$ cat src/rtl/fixed_multi_seq.sv
`default_nettype none
// ============================================================================
// Module      : fixed_multi_seq
// Description : Sequential shift-and-add unsigned fixed-point multiplier with
//               optional round-half-up and saturation on the final result.
// Revision    : 1.0 - initial release
// ============================================================================
module fixed_multi_seq #(
    parameter int INT_W    = 8,
    parameter int FRAC_W   = 8,
    parameter int SATURATE = 0,
    parameter int ROUND    = 0
) (
    input  logic                    clk,
    input  logic                    rst_n,
    input  logic                    start,
    input  logic [INT_W+FRAC_W-1:0] num1,
    input  logic [INT_W+FRAC_W-1:0] num2,
    output logic                    busy,
    output logic                    done,
    output logic [INT_W+FRAC_W-1:0] result,
    output logic                    overflow
);

    localparam int c_W     = INT_W + FRAC_W;
    localparam int c_CNT_W = $clog2(c_W + 1);

    localparam logic [c_CNT_W-1:0] c_CNT_LOAD = c_CNT_W'(c_W);
    localparam logic [c_CNT_W-1:0] c_CNT_LAST = c_CNT_W'(1);
    localparam logic [2*c_W:0]     c_ROUND_INC =
        (ROUND != 0) ? ((2*c_W+1)'(1) << (FRAC_W - 1)) : '0;

    localparam logic [1:0] c_ST_IDLE = 2'd0;
    localparam logic [1:0] c_ST_CALC = 2'd1;
    localparam logic [1:0] c_ST_DONE = 2'd2;

    logic [1:0]         r_state;
    logic [1:0]         w_state_next;
    logic [2*c_W-1:0]   r_mcand;
    logic [2*c_W-1:0]   r_acc;
    logic [c_W-1:0]     r_mplier;
    logic [c_CNT_W-1:0] r_cnt;
    logic [c_W-1:0]     r_result;
    logic               r_overflow;

    logic [2*c_W-1:0]   w_acc_next;
    logic [2*c_W:0]     w_rounded;
    logic               w_ovf;
    logic [c_W-1:0]     w_result;
    logic               w_accept;
    logic               w_last;
    logic               w_unused_frac;

    assign w_accept   = (r_state == c_ST_IDLE) && start;
    assign w_last     = (r_state == c_ST_CALC) && (r_cnt == c_CNT_LAST);
    assign w_acc_next = r_mplier[0] ? (r_acc + r_mcand) : r_acc;

    // Final step's partial product is folded in before rounding so the
    // registered result is available on the same edge that leaves CALC.
    assign w_rounded     = {1'b0, w_acc_next} + c_ROUND_INC;
    assign w_ovf         = |w_rounded[2*c_W:FRAC_W+c_W];
    assign w_result      = ((SATURATE != 0) && w_ovf) ? '1
                                                      : w_rounded[FRAC_W+c_W-1:FRAC_W];
    assign w_unused_frac = ^w_rounded[FRAC_W-1:0];

    always_ff @(posedge clk or negedge rst_n) begin
        if (!rst_n) begin
            r_state <= c_ST_IDLE;
        end else begin
            r_state <= w_state_next;
        end
    end

    always_comb begin
        w_state_next = r_state;
        case (r_state)
            c_ST_IDLE: if (start)  w_state_next = c_ST_CALC;
            c_ST_CALC: if (w_last) w_state_next = c_ST_DONE;
            c_ST_DONE: w_state_next = c_ST_IDLE;
            default:   w_state_next = c_ST_IDLE;
        endcase
    end

    always_comb begin
        busy = 1'b0;
        done = 1'b0;
        case (r_state)
            c_ST_CALC: busy = 1'b1;
            c_ST_DONE: begin
                busy = 1'b1;
                done = 1'b1;
            end
            default: ;
        endcase
    end

    always_ff @(posedge clk or negedge rst_n) begin
        if (!rst_n) begin
            r_mcand    <= '0;
            r_mplier   <= '0;
            r_acc      <= '0;
            r_cnt      <= '0;
            r_result   <= '0;
            r_overflow <= 1'b0;
        end else if (w_accept) begin
            r_mcand  <= {{c_W{1'b0}}, num1};
            r_mplier <= num2;
            r_acc    <= '0;
            r_cnt    <= c_CNT_LOAD;
        end else if (r_state == c_ST_CALC) begin
            r_acc    <= w_acc_next;
            r_mcand  <= r_mcand << 1;
            r_mplier <= r_mplier >> 1;
            r_cnt    <= r_cnt - c_CNT_LAST;
            if (w_last) begin
                r_result   <= w_result;
                r_overflow <= w_ovf;
            end
        end
    end

    assign result   = r_result;
    assign overflow = r_overflow;

endmodule
`default_nettype wire

$ cat config.mk
export PLATFORM = sky130hd
export DESIGN_NAME = fixed_multi_seq
export DESIGN_NICKNAME = d
export VERILOG_FILES = /design/src/rtl/fixed_multi_seq.sv
export SDC_FILE = /design/constraint.sdc
export NUM_CORES = 1
export LEC_CHECK = 0
export ABC_AREA = 1
export CAP_MARGIN = 20
export CORE_MARGIN = 2
export CORE_UTILIZATION = 60
export CTS_BUF_LIST = sky130_fd_sc_hd__clkbuf_2
export DETAILED_ROUTE_END_ITERATION = 6
export PLACE_DENSITY = 0.84
export SKIP_CTS_REPAIR_TIMING = 1
export SYNTH_ARGS = -nofsm -noshare
export SYNTH_HDL_FRONTEND = slang
export SYNTH_SLANG_ARGS = --single-unit
$ cat constraint.sdc
create_clock -name clk -period 3 [get_ports clk]
set_clock_uncertainty 0.2 [all_clocks]
set_input_delay 0.75 -clock clk [delete_from_list [all_inputs] [get_ports clk]]
set_output_delay 0.75 -clock clk [all_outputs]
set_load 0.02 [all_outputs]
==> impl_metrics.py <==
metrics = {
    "outcome": {
        "outcome": "complete, no violations",
    },
    "place": {
        "place_ws_ns": 0.4022,
        "dp_hpwl_mm": 11.75,
        "routabilityCongestion": 0.9477,
        "io_buffers": 53,
    },
    "yosys": {
        "syn_inst": 939,
        "seq_area_frac_synth": 0.3881,
        "synthTopCellsByArea": "dfrtp_1, nand2_1, inv_1",
        "ys_warn_count": 0,
        "synth_edf_count": 0,
        "ys.flop_type": "dfrtp_1",
        "yosysMostFrequentCell": "nand2_1",
        "synth.distinct_cells": 34,
        "yosysTopAreaCell": "dfrtp_1",
        "ys_ff_latch": 104,
        "ys_top_cells_by_count": "nand2_1, inv_1, dfrtp_1",
        "synth_area_per_cell_sq_um": 7.142,
        "synth_top_area_share": 0.3881,
        "syn_nets": 1012,
        "async_reset_ff_frac": 1.000,
        "syn_area_sq_um": 6706,
    },
    "critical_path": {
        "cp_top_family": "buffers and inverters",
        "crit_fanout": 2,
        "worst_ep_arrival_time_ns": 1.76,
        "critPathBufInv": 1,
        "worstSetupPathDepth": 1,
        "cp_data_required_time_ns": 2.05,
        "path_cells": "clkdlybuf4s50_1",
        "slowest_delay_ns": 0.62,
        "slowest_stage": "clkdlybuf4s50_1",
        "endpoint_kind": "output port",
        "worst-setup-path-type": "flip-flop to output port",
        "cp-start-kind": "flip-flop",
        "r2r_cells": 17,
    },
    "timing": {
        "fin_crit_ns": 2.708,
        "hold_slack_ns": 0.2302,
        "slew_headroom": 0.5284,
        "timing.final.crit_share": 0.9027,
        "rsz0062_at_grt": "false",
        "drv_slew": 0,
        "setup_ws_ns": 0.2920,
        "setup_viol": 0,
        "worst_slew_pin_slew_ns": 0.7026,
        "final-hold-violation-count": 0,
        "fmax_mhz": 369.3,
    },
    "global_route": {
        "gr-usage-all-layers": 0.2877,
        "grt_max_degree": 41,
        "grt_pass1_vias": 5888,
        "antenna_found_initial": 0,
        "overflow": 0,
        "grt_pass1_wl_mm": 26.83,
    },
    "drt": {
        "firstDrtPassIters": 6,
        "route.detailed.drc": 0,
        "viasPerCell": 5.398,
        "drtIter0Drc": 415,
        "ant_nets": 0,
        "wl_per_cell_um": 13.87,
        "via_count": 6138,
        "wl_mm": 15.77,
    },
    "floorplanning": {
        "fp.dieArea_sq_um": 12040,
        "initial_core_util": 0.6160,
        "io_pins": 54,
        "die_y_um": 109.7,
        "rows": 38,
        "die_w_um": 109.7,
        "core_area_sq_um": 10890,
    },
    "pwr": {
        "p_sw_mw": 3.276,
        "power.share.sequential": 0.333,
        "max-vdd-ir-drop_uv": 924.3,
        "leakage_nw": 4.033,
        "powerDensity_nw_per_um2": 899.9,
        "p_clk_frac": 0.106,
        "p_comb_frac": 0.561,
        "swShare": 0.4819,
        "power.internal_mw": 3.522,
    },
    "final_layout": {
        "antennaDiodeCount": 0,
        "layout-drive-gt1-share": 0.06720,
        "area_growth_pct": 12.63,
        "nets": 1065,
        "multi_input_area_sq_um": 3357,
        "fillers": 950,
        "regArea_sq_um": 2603,
    },
    "clock_network": {
        "clock_path_buffers": 2,
        "cts_max_level": 3,
        "cts_buffers": 9,
        "cts_tree": "yes",
        "cts-root-buf": "clkbuf_2",
        "insertion_delay_ns": 0.67,
        "clock-sinks": 104,
        "clk_transition_reported_paths_ns": 0.30,
    },
    "min_path": {
        "hold_path_class": "primary input to asynchronous set/reset pin",
    },
    "job": {
        "max_cap_violations": 0,
    },
}
-- placed cells by master (no fill, tap or decap), types with 15 or more instances in the layout --
cell / instances
a21oi_1: 18
clkdlybuf4s50_1: 50
dfrtp_1: 104
ha_1: 37
inv_1: 169
nand2_1: 323
nand2_2: 15
nand3_1: 43
nor2_1: 39
o21ai_0: 30
o22ai_1: 40
xor2_1: 16
-- layer usage --
metal,vias up,track usage,routed length [um]
met1,2855,0.3882,7132
met2,193,0.4727,7459
met5,-,0,0
met3,21,0.05572,955
met4,0,0.08228,225
li1,3069,-,-
-- logic make-up (layout without fill, tap and decap cells) --
kind of cell,after synthesis,after routing,share of synthesized area
flip-flops,104,104,0.3881
adder cells (fa/ha/maj),38,38,0.07201
buffers and inverters,198,256,0.1114
AO/OA/AOI/OAI,129,129,0.1181
AND/OR/NAND/NOR,447,447,0.2804
XOR/XNOR,23,23,0.03004
-- sequential cells by signal (all words and copies together) (netlist names) --
signal,count
r_acc,32
r_mcand,32
r_mplier,16
result,16
r_cnt,5
r_state,2
overflow,1
-- area by class of cell --
class | instances | area share
Clock buffer | 9 | 0.005963
Tap cell | 140 | 0.02319
Multi-Input combinational cell | 637 | 0.4444
Sequential cell | 104 | 0.3445
Timing Repair Buffer | 66 | 0.08547
Inverter | 174 | 0.08647
Clock inverter | 7 | 0.009939
-- power groups by stage --
stage | registers, mW | logic [mW] | clock network [mW]
floorplan | 2.31 | 2.66 | 0
global placement | 2.27 | 3.70 | 0
detailed placement | 2.28 | 3.79 | 0
CTS | 2.25 | 3.81 | 0.744
global route | 2.32 | 4.29 | 0.786
finish | 2.26 | 3.81 | 0.724
-- stage by stage --
stage	TNS (ns)	cell area, sq um	utilization	instances	power [mW]
floorplan	0	6706	-	939	4.966
global placement	0	7418	0.6813	1120	5.974
detailed placement	0	7418	0.6813	1120	6.069
CTS	-0.05124	7538	0.6924	1136	6.805
global route	0	7553	0.6937	1137	7.392
finish	0	7553	0.6937	1137	6.798
-- worst paths after layout --
check | start | end | slack, ns
setup / recovery | result[9] | result[9] | 0.29
hold / removal | rst_n | r_mcand[7] | 0.23
setup reg to reg | r_acc[0] | overflow | 0.40
hold reg to reg | result[0] | result[0] | 0.32
max in group asynchronous | rst_n | r_acc[27] | 1.73
min in group clk | result[0] | result[0] | 0.32
Power figures use the tool's default switching activity.
